[src/rtl/video_timing_pkg.sv]
// Shared types and constants for the parallel-video timing transmitter.
// Holds timing presets, the FSM state type and the colour-bar table.
package video_timing_pkg;

  localparam int CNT_W = 13;

  typedef struct packed {
    logic [CNT_W-1:0] h_sync;
    logic [CNT_W-1:0] h_back;
    logic [CNT_W-1:0] h_disp;
    logic [CNT_W-1:0] h_front;
    logic [CNT_W-1:0] v_sync;
    logic [CNT_W-1:0] v_back;
    logic [CNT_W-1:0] v_disp;
    logic [CNT_W-1:0] v_front;
    logic             hs_pol;
    logic             vs_pol;
  } timing_t;

  localparam timing_t TIMING_720P60 = '{
    h_sync: 13'd40, h_back: 13'd220, h_disp: 13'd1280, h_front: 13'd110,
    v_sync: 13'd5,  v_back: 13'd20,  v_disp: 13'd720,  v_front: 13'd5,
    hs_pol: 1'b1,   vs_pol: 1'b1
  };

  localparam timing_t TIMING_1080P60 = '{
    h_sync: 13'd44, h_back: 13'd148, h_disp: 13'd1920, h_front: 13'd88,
    v_sync: 13'd5,  v_back: 13'd36,  v_disp: 13'd1080, v_front: 13'd4,
    hs_pol: 1'b1,   vs_pol: 1'b1
  };

  typedef enum logic {
    ST_IDLE = 1'b0,
    ST_RUN  = 1'b1
  } state_e;

  // Index 0 is the leftmost bar (white).
  localparam logic [7:0][23:0] COLOR_BARS = {
    24'h000000, 24'h0000FF, 24'hFF0000, 24'hFF00FF,
    24'h00FF00, 24'h00FFFF, 24'hFFFF00, 24'hFFFFFF
  };

endpackage

[src/rtl/video_sync_counter.sv]
// Horizontal/vertical raster counters with wrap and region flags.
// Counters are held at zero while run is low.
module video_sync_counter
  import video_timing_pkg::*;
#(
  parameter int H_SYNC  = 40,
  parameter int H_BACK  = 220,
  parameter int H_DISP  = 1280,
  parameter int H_FRONT = 110,
  parameter int V_SYNC  = 5,
  parameter int V_BACK  = 20,
  parameter int V_DISP  = 720,
  parameter int V_FRONT = 5
) (
  input  logic             clk,
  input  logic             rst_n,
  input  logic             run,
  output logic [CNT_W-1:0] h_cnt,
  output logic [CNT_W-1:0] v_cnt,
  output logic             h_active,
  output logic             v_active,
  output logic             h_sync,
  output logic             v_sync,
  output logic             frame_end
);

  localparam int H_TOTAL = H_SYNC + H_BACK + H_DISP + H_FRONT;
  localparam int V_TOTAL = V_SYNC + V_BACK + V_DISP + V_FRONT;

  logic [CNT_W-1:0] h_cnt_q, h_cnt_d;
  logic [CNT_W-1:0] v_cnt_q, v_cnt_d;
  logic             h_end, v_end;

  always_comb begin
    h_end   = (h_cnt_q == CNT_W'(H_TOTAL - 1));
    v_end   = (v_cnt_q == CNT_W'(V_TOTAL - 1));
    h_cnt_d = h_cnt_q;
    v_cnt_d = v_cnt_q;
    if (!run) begin
      h_cnt_d = '0;
      v_cnt_d = '0;
    end else if (h_end) begin
      h_cnt_d = '0;
      v_cnt_d = v_end ? '0 : v_cnt_q + CNT_W'(1);
    end else begin
      h_cnt_d = h_cnt_q + CNT_W'(1);
    end
  end

  always_ff @(posedge clk or negedge rst_n) begin
    if (!rst_n) begin
      h_cnt_q <= '0;
      v_cnt_q <= '0;
    end else begin
      h_cnt_q <= h_cnt_d;
      v_cnt_q <= v_cnt_d;
    end
  end

  always_comb begin
    h_sync    = (h_cnt_q < CNT_W'(H_SYNC));
    v_sync    = (v_cnt_q < CNT_W'(V_SYNC));
    h_active  = (h_cnt_q >= CNT_W'(H_SYNC + H_BACK)) &&
                (h_cnt_q <  CNT_W'(H_SYNC + H_BACK + H_DISP));
    v_active  = (v_cnt_q >= CNT_W'(V_SYNC + V_BACK)) &&
                (v_cnt_q <  CNT_W'(V_SYNC + V_BACK + V_DISP));
    frame_end = h_end && v_end;
  end

  assign h_cnt = h_cnt_q;
  assign v_cnt = v_cnt_q;

endmodule

[src/rtl/video_timing_tx.sv]
// Parallel-video source: HS/VS/DE/RGB888 with a one-cycle-ahead pixel request.
// Define VIDEO_TIMING_TX_TPG_EN to replace pixel_data with 8 colour bars.
module video_timing_tx
  import video_timing_pkg::*;
#(
  parameter int H_SYNC  = 40,
  parameter int H_BACK  = 220,
  parameter int H_DISP  = 1280,
  parameter int H_FRONT = 110,
  parameter int V_SYNC  = 5,
  parameter int V_BACK  = 20,
  parameter int V_DISP  = 720,
  parameter int V_FRONT = 5,
  parameter bit HS_POL  = 1'b1,
  parameter bit VS_POL  = 1'b1
) (
  input  logic             pixel_clk,
  input  logic             sys_rst_n,
  input  logic             en,
  input  logic [23:0]      pixel_data,
  output logic             data_req,
  output logic [CNT_W-1:0] pixel_xpos,
  output logic [CNT_W-1:0] pixel_ypos,
  output logic             video_hs,
  output logic             video_vs,
  output logic             video_de,
  output logic [23:0]      video_rgb,
  output logic             frame_start,
  output logic             busy
);

  localparam logic [CNT_W-1:0] FIRST_REQ = CNT_W'(H_SYNC + H_BACK - 1);
  localparam logic [CNT_W-1:0] LAST_X    = CNT_W'(H_SYNC + H_BACK + H_DISP - 1);
  localparam logic [CNT_W-1:0] FIRST_Y   = CNT_W'(V_SYNC + V_BACK);

  state_e           state_q, state_d;
  logic             running;
  logic [CNT_W-1:0] h_cnt, v_cnt;
  logic             h_active, v_active, h_sync, v_sync, frame_end;

  logic             busy_d, frame_start_d, data_req_d, hs_d, vs_d, de_d;
  logic [CNT_W-1:0] xpos_d, ypos_d;
  logic [23:0]      rgb_d, pix;

  logic             busy_q, frame_start_q, data_req_q, hs_q, vs_q, de_q;
  logic [CNT_W-1:0] xpos_q, ypos_q;
  logic [23:0]      rgb_q;

  assign running = (state_q == ST_RUN);

  video_sync_counter #(
    .H_SYNC(H_SYNC), .H_BACK(H_BACK), .H_DISP(H_DISP), .H_FRONT(H_FRONT),
    .V_SYNC(V_SYNC), .V_BACK(V_BACK), .V_DISP(V_DISP), .V_FRONT(V_FRONT)
  ) u_cnt (
    .clk       (pixel_clk),
    .rst_n     (sys_rst_n),
    .run       (running),
    .h_cnt     (h_cnt),
    .v_cnt     (v_cnt),
    .h_active  (h_active),
    .v_active  (v_active),
    .h_sync    (h_sync),
    .v_sync    (v_sync),
    .frame_end (frame_end)
  );

  always_ff @(posedge pixel_clk or negedge sys_rst_n) begin
    if (!sys_rst_n) state_q <= ST_IDLE;
    else            state_q <= state_d;
  end

  // Stopping is only honoured at the frame wrap so no partial frame leaves.
  always_comb begin
    state_d = state_q;
    case (state_q)
      ST_IDLE: if (en) state_d = ST_RUN;
      ST_RUN:  if (frame_end && !en) state_d = ST_IDLE;
      default: state_d = ST_IDLE;
    endcase
  end

  always_comb begin
    busy_d        = (state_d == ST_RUN);
    frame_start_d = (!running && en) || (running && frame_end && en);
  end

  // Request window is the active span shifted one pixel earlier.
  always_comb begin
    data_req_d = running && v_active &&
                 ((h_active && (h_cnt != LAST_X)) || (h_cnt == FIRST_REQ));
    xpos_d     = data_req_d ? h_cnt - FIRST_REQ : '0;
    ypos_d     = data_req_d ? v_cnt - FIRST_Y   : '0;
    hs_d       = (running && h_sync) ? HS_POL : ~HS_POL;
    vs_d       = (running && v_sync) ? VS_POL : ~VS_POL;
    de_d       = data_req_q;
    rgb_d      = data_req_q ? pix : '0;
  end

`ifdef VIDEO_TIMING_TX_TPG_EN
  localparam int BAR_W = (H_DISP / 8 > 0) ? H_DISP / 8 : 1;
  logic [CNT_W-1:0] bar_idx;
  always_comb begin
    bar_idx = xpos_q / CNT_W'(BAR_W);
    pix     = COLOR_BARS[(bar_idx > CNT_W'(7)) ? 3'd7 : bar_idx[2:0]];
  end
`else
  assign pix = pixel_data;
`endif

  always_ff @(posedge pixel_clk or negedge sys_rst_n) begin
    if (!sys_rst_n) begin
      busy_q        <= 1'b0;
      frame_start_q <= 1'b0;
      data_req_q    <= 1'b0;
      xpos_q        <= '0;
      ypos_q        <= '0;
      hs_q          <= ~HS_POL;
      vs_q          <= ~VS_POL;
      de_q          <= 1'b0;
      rgb_q         <= '0;
    end else begin
      busy_q        <= busy_d;
      frame_start_q <= frame_start_d;
      data_req_q    <= data_req_d;
      xpos_q        <= xpos_d;
      ypos_q        <= ypos_d;
      hs_q          <= hs_d;
      vs_q          <= vs_d;
      de_q          <= de_d;
      rgb_q         <= rgb_d;
    end
  end

  assign busy        = busy_q;
  assign frame_start = frame_start_q;
  assign data_req    = data_req_q;
  assign pixel_xpos  = xpos_q;
  assign pixel_ypos  = ypos_q;
  assign video_hs    = hs_q;
  assign video_vs    = vs_q;
  assign video_de    = de_q;
  assign video_rgb   = rgb_q;

endmodule
[config.mk]
export PLATFORM = sky130hd
export DESIGN_NAME = video_timing_tx
export DESIGN_NICKNAME = d
export VERILOG_FILES = /design/src/rtl/video_timing_pkg.sv /design/src/rtl/video_sync_counter.sv /design/src/rtl/video_timing_tx.sv
export SDC_FILE = /design/constraint.sdc
export NUM_CORES = 1
export LEC_CHECK = 0
export ABC_AREA = 0
export CORE_MARGIN = 4
export CORE_UTILIZATION = 50
export CTS_CLUSTER_DIAMETER = 40
export DETAILED_ROUTE_END_ITERATION = 6
export GPL_TIMING_DRIVEN = 0
export PLACE_DENSITY_LB_ADDON = 0.2
export REMOVE_ABC_BUFFERS = 1
export SLEW_MARGIN = 10
export SYNTH_ARGS = -nofsm -noshare
export SYNTH_HDL_FRONTEND = slang
export SYNTH_HIERARCHICAL = 1
export SYNTH_SLANG_ARGS = --single-unit
export TNS_END_PERCENT = 5
[constraint.sdc]
create_clock -name pixel_clk -period 3.2 [get_ports pixel_clk]
set_clock_uncertainty 0.05 [all_clocks]
set_input_delay 0.64 -clock pixel_clk [delete_from_list [all_inputs] [get_ports pixel_clk]]
set_output_delay 0.64 -clock pixel_clk [all_outputs]
set_load 0.01 [all_outputs]
==> results.cfg, run 1 <==
[floorplanning]
dieHeight_um = 95.9
die_w_um = 95.9
core_sq_um = 7370
die_area_sq_um = 9200
fp-row-count = 31
initial_utilization_pct = 52.4
io_pins = 83

[timing]
rsz0062_at_grt = no
maxSlewViolCount = 0
slew_headroom_pct = 26.7
setup_viol = 0
post-route-min-period_ns = 2.69
fin_tns_setup_ns = 0
max_freq_mhz = 372
finalHoldViolations = 0
min_period_over_period_pct = 84.1
worst_pin_slew_ns = 1.10

[clocking]
cts_root_buf = clkbuf_8
clk_path_buf_depth = 2
cts_tree = yes
cts_max_level = 3
insertion_delay_ns = 0.36
holdBufCountCts = 0
cts.clk_slew.worst_paths_ns = 0.09
postCtsSetupBuffers = 0
cts_sinks = 82
numCtsBuffers = 9
cts.repair.resized = 0

[power_and_ir_drop]
cellPowerDensity_nw_per_um2 = 383
pwr-share-clk_pct = 42.7
combinationalPowerShare_pct = 2.8
power_uw = 1900
p_seq_share_pct = 54.5
p_switching_uw = 393
intPower_uw = 1510
ir_worst_vdd_mv = 0.232
p_leak_uw = 0.00220
sw_frac_of_total_pct = 20.7

[drt]
first_pass_iters = 4
drtAntennaViolNets = 0
wire_per_inst_um = 14.5
drtIter0Drc = 221
vias = 2951
drt-total-wl_mm = 8.00
drc = 0
viasPerCell = 5.37

[worst_setup_path]
slowest_delay_ns = 0.82
crit_chain = nor4_1 > nand2_1 > o21ai_0 > a21oi_1 > and3_1 > a2bb2oi_2 > nor3_1
crit_buf_inv = 0
start_kind = flip-flop
crit_fanout = 27
cpLargestDelayFamily = compound AO/OA/AOI/OAI gates
endpoint_kind = flip-flop
path_class = flip-flop to flip-flop
crit_slowest_cell = a2bb2oi_2
crit_arrival_ns = 2.82
required_ns = 3.33

[grt]
grt_max_degree = 59
grt_pass1_vias = 2875
grtUsageTotal_pct = 18.7
antenna_found_initial = 0
grt_remaining_overflow = 0
grt_pass1_wl_mm = 13.4

[cells_and_area]
drive_above_1_share_pct = 6.43
layout_commonest_cell = dfrtp_1
syn_to_final_growth_pct = 28.4
fin_util_pct = 67.4
final_area_sq_um = 4960
final-instance-count-excl-fill = 550
nNetsFinal = 479
layout_common_cells = dfrtp_1, clkdlybuf4s50_1, nor2_1
diodes = 0

[logic_synthesis]
synth.area.top_cells = dfrtp_1, and2_1, nor2_1
seq_area_frac_synth_pct = 53.1
synth_seq_cells = 82
synth-main-ff-cell = dfrtp_1
synthCells = 369
synthArstFlopShare_pct = 100
synth_top_cell_by_area = dfrtp_1
syn_avg_cell_area_sq_um = 10.5
synth_top_area_share_pct = 53.1
synth_edf_count = 0
synthesis.area_sq_um = 3860
synth.distinct_cells = 49
yosysWarnings = 6

[place]
dp.cells = 534
gp_congestion = 0.853
io_buffers = 82
dp_hpwl_mm = 5.52
dpl_cell_area_sq_um = 4750

[outcome]
status = completed

[job]
max-cap-violations = 0

[min_path]
hp-class = primary input to async pin
==> power by group through the flow <==
stage | logic (uW) | clock network (uW) | registers, uW
3_3_place_gp | 50.8 | 0 | 1060
6_report | 53.7 | 812 | 1040
3_5_place_dp | 55.3 | 0 | 1060
5_1_grt | 60.4 | 888 | 1040
2_1_floorplan | 0.200 | 0 | 1060
4_1_cts | 55.9 | 826 | 1040
==> flip-flops by register name, summed over array words and instances, names as in the netlist <==
signal / flops
video_rgb: 24
pixel_xpos: 13
pixel_ypos: 13
u_cnt/h_cnt: 13
u_cnt/v_cnt: 13
busy: 1
data_req: 1
frame_start: 1
video_de: 1
video_hs: 1
video_vs: 1
==> cell type report <==
| cell class | count | area (sq um) |
|---|---|---|
| Timing Repair Buffer | 83 | 846 |
| Inverter | 8 | 30.0 |
| Clock inverter | 6 | 90.1 |
| Fill cell | 580 | 2410 |
| Tap cell | 99 | 124 |
| Clock buffer | 10 | 128 |
| Sequential cell | 82 | 2050 |
| Multi-Input combinational cell | 262 | 1690 |
==> cells in the mapped netlist, drive strengths merged (2+ instances only) <==
cell type / instances
o21ai: 7
or2: 2
a21oi: 17
o22ai: 5
nor3b: 3
nand2: 26
nand3: 8
and4: 4
or4: 2
xnor2: 16
nor4: 10
inv: 8
clkbuf: 12
ha: 6
nand2b: 5
xor2: 13
a211oi: 6
or3: 5
and4b: 2
buf: 5
nor3: 7
nand4b: 3
nand3b: 2
and3: 5
nor2: 45
nor2b: 5
dfrtp: 82
and2: 30
nand4: 13
a2111oi: 3
==> per-stage QoR <==
stage / hold slack [ns] / setup slack (ns)
after floorplan: 0.294 / 0.913
after global placement: 0.556 / -1.33
after detailed placement: 0.509 / 0.492
after CTS: 0.124 / 0.470
after global routing: 0.121 / 0.104
final: 0.127 / 0.510
==> final timing paths <==
path | startpoint | endpoint | slack [ns] | cells after the start
worst max-delay path | u_cnt/v_cnt[8] | pixel_xpos[8] | 0.51 | 7
worst min-delay path | sys_rst_n | video_rgb[11] | 0.13 | 1
worst max register to register | u_cnt/v_cnt[8] | pixel_xpos[8] | 0.51 | 7
worst min register to register | u_cnt/h_cnt[0] | u_cnt/h_cnt[0] | 0.58 | 1
max in group asynchronous | sys_rst_n | frame_start | 2.40 | 2
min in group pixel_clk | u_cnt/h_cnt[0] | u_cnt/h_cnt[0] | 0.58 | 1
==> cells by family (layout without fill, tap and decap cells) <==
logic type,Yosys count,count (layout),share of synthesized area [%]
flip-flops,82,82,53.1
XOR/XNOR,29,29,6.57
adder cells (fa/ha/maj),6,6,1.94
AND/OR/NAND/NOR,180,180,26.5
buffers and inverters,25,107,3.08
AO/OA/AOI/OAI,47,47,8.84
==> per-layer routing <==
metal | global-route usage (%) | share of wire, %
met1 | 25.0 | 47
met2 | 28.3 | 44
met4 | 7.58 | 1.5
met3 | 5.94 | 8.1
met5 | 0 | 0
No activity file was read; power rests on OpenSTA's default activity.
==> run 2: changes to the inputs <==
Clock period 3.2 ns to 2.7 ns, I/O delays scaled along.
==> run 2 against run 1 <==
Compared with the run above: sequential cell count unchanged; sequential power up 18%; sequential share of layout area down 0.089 points; first-iteration DRC count up 2.3%; via count down 0.71%; cell count unchanged; maximum frequency up 13%; register-to-register slack worse by 0.19 ns; largest power group unchanged; highest routed layer unchanged.
==> results.cfg, run 2 (synthesized netlist as in run 1, its figures left out) <==
[place]
dp_hpwl_mm = 5.52
dpl_cell_area_sq_um = 4750
io_buffers = 82
gp_congestion = 0.853
place_ws_ns = -0.00842

[clocking]
insertion_delay_ns = 0.35
cts_sinks = 82
numCtsBuffers = 9
cts_max_level = 3
cts_tree = yes
clk_path_buf_depth = 2
cts.clk_slew.worst_paths_ns = 0.08
postCtsSetupBuffers = 0
cts_root_buf = clkbuf_8

[drt]
wire_per_inst_um = 14.5
drc = 0
viasPerCell = 5.33
vias = 2930
drtAntennaViolNets = 0
drt-total-wl_mm = 7.97
drtIter0Drc = 226
first_pass_iters = 4

[timing]
rsz0062_at_grt = no
setup_viol = 0
worst_pin_slew_ns = 0.701
maxSlewViolCount = 0
finalHoldViolations = 0
setup_ws_ns = 0.318
slew_headroom_pct = 53.1
post-route-min-period_ns = 2.38
min_period_over_period_pct = 88.2
max_freq_mhz = 420

[job]
max-cap-violations = 0

[worst_setup_path]
crit_buf_inv = 0
crit_chain = nor4_1 > nand2_1 > or2_2 > a2111oi_1 > and3_1 > a2bb2oi_4 > nor3_1
crit_arrival_ns = 2.59
endpoint_kind = flip-flop
path_class = flip-flop to flip-flop
required_ns = 2.91
rr_startpoint = u_cnt/h_cnt[7]
crit_fanout = 27
crit_slowest_cell = dfrtp_1
cpLargestDelayFamily = simple AND/OR/NAND/NOR gates
slowest_delay_ns = 0.54
start_kind = flip-flop
startpoint = u_cnt/h_cnt[7]

[power_and_ir_drop]
p_switching_uw = 461
cellPowerDensity_nw_per_um2 = 452
intPower_uw = 1790
power_uw = 2250
p_seq_share_pct = 54.6
ir_worst_vdd_mv = 0.272
sw_frac_of_total_pct = 20.5
pwr-share-clk_pct = 42.6
p_leak_uw = 0.00220
combinationalPowerShare_pct = 2.8

[cells_and_area]
diodes = 0
syn_to_final_growth_pct = 28.8
layout_common_cells = dfrtp_1, clkdlybuf4s50_1, nor2_1
nNetsFinal = 479
largest_reg_flops = 24
num-fill-cells = 580
drive_above_1_share_pct = 6.65
final_area_sq_um = 4980
fin_util_pct = 67.5

[floorplanning]
die_w_um = 95.9
fp-row-count = 31
initial_utilization_pct = 52.4
io_pins = 83
core_sq_um = 7370
dieHeight_um = 95.9
die_area_sq_um = 9200

[grt]
grt_pass1_wl_mm = 13.4
grtUsageTotal_pct = 18.8
grt_remaining_overflow = 0
grt_max_degree = 59
grt_pass1_vias = 2880
antenna_found_initial = 0

[min_path]
hp-class = primary input to async pin

[outcome]
status = completed
[run 2: cell count changes in the layout (fill, tap and decap cells not counted)]
cell	before	now
a2bb2oi_2	1	0
dfrtp_1	82	81
a2bb2oi_4	0	1
dfrtp_2	0	1
a2111oi_1	0	1
a2111oi_0	2	1
[run 2: worst register-to-register path, stage by stage, from the launching register on]
cell and delay [ns]:
dfrtp_1 0.54, nor4_1 0.29, nand2_1 0.10, or2_2 0.27, a2111oi_1 0.38, and3_1 0.25, a2bb2oi_4 0.19, nor3_1 0.24
[run 2: final timing paths]
kind                                        to  slack (ns)  cells past startpoint
max in group asynchronous       u_cnt/h_cnt[2]        2.00                      2
worst max register to register   pixel_xpos[8]        0.32                      7
worst min-delay path             video_rgb[11]        0.03                      1
worst min register to register   pixel_xpos[0]        0.58                      1
min in group pixel_clk           pixel_xpos[0]        0.58                      1
worst max-delay path             pixel_xpos[8]        0.32                      7
[run 2: what timing repair did]
| item | 4_1_cts | 5_1_grt |
|---|---|---|
| gates cloned | 0 | 0 |
| resized for setup | 1 | 2 |
| endpoints found under the setup margin | 2 | 4 |
| hold buffers | 0 | 0 |
[run 2: metrics by stage]
stage	std cells	hold WS, ns	setup TNS [ns]
2_1_floorplan	352	0.194	0
3_3_place_gp	533	0.556	-141.61
3_5_place_dp	534	0.409	-0.00842
4_1_cts	550	0.0238	0
5_1_grt	550	0.0214	0
6_report	550	0.0303	0
[run 2: routing by layer]
| layer | vias to the layer above | track usage, % | wire (um) |
|---|---|---|---|
| li1 | 1441 | - | - |
| met1 | 1364 | 25.1 | 3740 |
| met2 | 113 | 28.4 | 3490 |
| met3 | 12 | 5.94 | 639 |
| met4 | 0 | 7.23 | 100 |
| met5 | - | 0 | 0 |
[run 2: power groups by stage]
stage	Combinational (uW)	Sequential [uW]	Clock [uW]
final	63.6	1230	958
after global routing	71.5	1230	1050
after CTS	66.2	1230	979
after detailed placement	65.5	1250	0
after global placement	60.2	1250	0
after floorplan	0.237	1250	0
[run 2: final cells by class]
| type | instances | area [sq um] | area share (%) |
|---|---|---|---|
| repair buffers | 83 | 846 | 17.0 |
| clock buffers | 10 | 128 | 2.56 |
| inverters | 8 | 30.0 | 0.603 |
| well taps | 99 | 124 | 2.49 |
| multi-input cells | 262 | 1710 | 34.3 |
| flip-flops and latches | 82 | 2050 | 41.3 |
| clock inverters | 6 | 90.1 | 1.81 |
==> run 3: changes to the inputs <==
Settings changed: CTS_BUF_LIST from default to sky130_fd_sc_hd__clkbuf_8, SETUP_SLACK_MARGIN from default to 0.1.
==> run 3 against run 2 <==
Compared with the run above: setup slack better by 0.016 ns; critical endpoint is now pixel_xpos[3]; core utilization up 0.25 points; highest routed layer unchanged; sequential power barely moved; total power hardly changed.
==> results.cfg, run 3 (synthesized netlist as in run 1, its figures left out) <==
[grt]
grt_pass1_vias = 2880
grt_remaining_overflow = 0
antenna_found_initial = 0
grt_max_degree = 59
grt_pass1_wl_mm = 13.4
grtUsageTotal_pct = 18.8

[power_and_ir_drop]
cellPowerDensity_nw_per_um2 = 450
p_leak_uw = 0.00220
ir_worst_vdd_mv = 0.276

[cells_and_area]
nNetsFinal = 480
syn_to_final_growth_pct = 29.3
num-fill-cells = 582
layout_common_cells = clkdlybuf4s50_1, dfrtp_1, nor2_1
regArea_sq_um = 2060
drive_above_1_share_pct = 7.52
multi_input_area_sq_um = 1720
layout_commonest_cell = clkdlybuf4s50_1
largest_reg_flops = 24
diodes = 0

[worst_setup_path]
start_kind = flip-flop
cpLargestDelayFamily = simple AND/OR/NAND/NOR gates
path_class = flip-flop to flip-flop
timing.rr.end = pixel_xpos[3]
r2r_slack_ns = 0.33
crit_slowest_cell = a2bb2oi_2
crit_buf_inv = 0
reg2reg_depth = 7
required_ns = 2.86
slowest_delay_ns = 0.52
endpoint_kind = flip-flop
crit_chain = nor4_1 > nand2_1 > o21ai_0 > a21oi_1 > and3_2 > a2bb2oi_2 > nor2_1
crit_arrival_ns = 2.53
crit_fanout = 13
rr_startpoint = u_cnt/v_cnt[11]

[place]
gp_congestion = 0.853
place_ws_ns = -0.00842
io_buffers = 82
dp_hpwl_mm = 5.52

[clocking]
cts_root_buf = clkbuf_8
cts_sinks = 82
cts_tree = yes
cts.clk_slew.worst_paths_ns = 0.09
numCtsBuffers = 9
cts_max_level = 3
clk_path_buf_depth = 2
postCtsSetupBuffers = 0
insertion_delay_ns = 0.35

[drt]
vias = 3006
viasPerCell = 5.46
drc = 0
drtIter0Drc = 224
first_pass_iters = 4
drt-total-wl_mm = 8.15
drtAntennaViolNets = 0
wire_per_inst_um = 14.8

[timing]
maxSlewViolCount = 0
finalHoldViolations = 0
hold_ws_ns = 0.0292
slew_headroom_pct = 53.9
setup_viol = 0
post-route-min-period_ns = 2.37
max_freq_mhz = 423
min_period_over_period_pct = 87.6
worst_pin_slew_ns = 0.690
setup_ws_ns = 0.334
rsz0062_at_grt = yes

[floorplanning]
fp-row-count = 31
initial_utilization_pct = 52.4
io_pins = 83
die_w_um = 95.9
core_sq_um = 7370
dieHeight_um = 95.9
die_area_sq_um = 9200

[min_path]
hp-class = primary input to async pin

[job]
max-cap-violations = 0

[outcome]
status = completed
==> run 3: changes by cell type in the layout (fill, tap and decap cells not counted), sizes merged <==
cell | previous run | this run
inv | 9 | 10
clkbuf | 10 | 9
a2bb2oi | 1 | 2
==> run 3: worst max path at each step <==
| stage | from | to | cells past startpoint |
|---|---|---|---|
| after global routing | u_cnt/v_cnt[8] | pixel_ypos[7] | 7 |
| final | u_cnt/v_cnt[11] | pixel_xpos[3] | 7 |
| after floorplan | u_cnt/h_cnt[2] | pixel_xpos[8] | 7 |
| after global placement | sys_rst_n | u_cnt/v_cnt[6] | 1 |
| after detailed placement | u_cnt/h_cnt[2] | pixel_xpos[8] | 7 |
| after CTS | u_cnt/h_cnt[2] | pixel_xpos[8] | 7 |
==> run 3: per-stage QoR <==
step / total power, uW / instances / instance area [sq um] / util [%] / TNS, ns
after floorplan: 1250 / 352 / 3780 / - / 0
after detailed placement: 1320 / 534 / 4750 / 64.4 / -0.00842
after global routing: 2350 / 551 / 5000 / 67.8 / 0
after global placement: 1310 / 533 / 4720 / 64.1 / -141.61
after CTS: 2270 / 550 / 4970 / 67.5 / 0
final: 2250 / 551 / 5000 / 67.8 / 0
==> run 3: report_power, final <==
| group | switching, uW | internal [uW] | total (uW) |
|---|---|---|---|
| registers | 0 | 1230 | 1230 |
| clock network | 439 | 520 | 960 |
| logic | 27.3 | 36.4 | 63.7 |
| total | 466 | 1780 | 2250 |
==> run 3: area by class of cell <==
| type | count | share of cell area (%) |
|---|---|---|
| Multi-Input combinational cell | 263 | 34.5 |
| Inverter | 8 | 0.601 |
| Sequential cell | 82 | 41.1 |
| Clock buffer | 9 | 2.48 |
| Timing Repair Buffer | 83 | 16.9 |
| Tap cell | 99 | 2.48 |
| Clock inverter | 7 | 1.88 |
==> run 3: repair_timing <==
item                       in CTS  in global routing
pin swaps                       0                  1
gates resized for setup         1                  5
cloned                          0                  1
hold buffers                    0                  0
setup endpoints to repair      27                 27
==> run 3: metal layers <==
metal	track usage (%)	up-vias	share of wire [%]
li1	-	1449	-
met1	25.1	1422	46
met2	28.4	124	45
met3	5.94	11	8.3
met4	7.23	0	1.1
met5	0	-	0
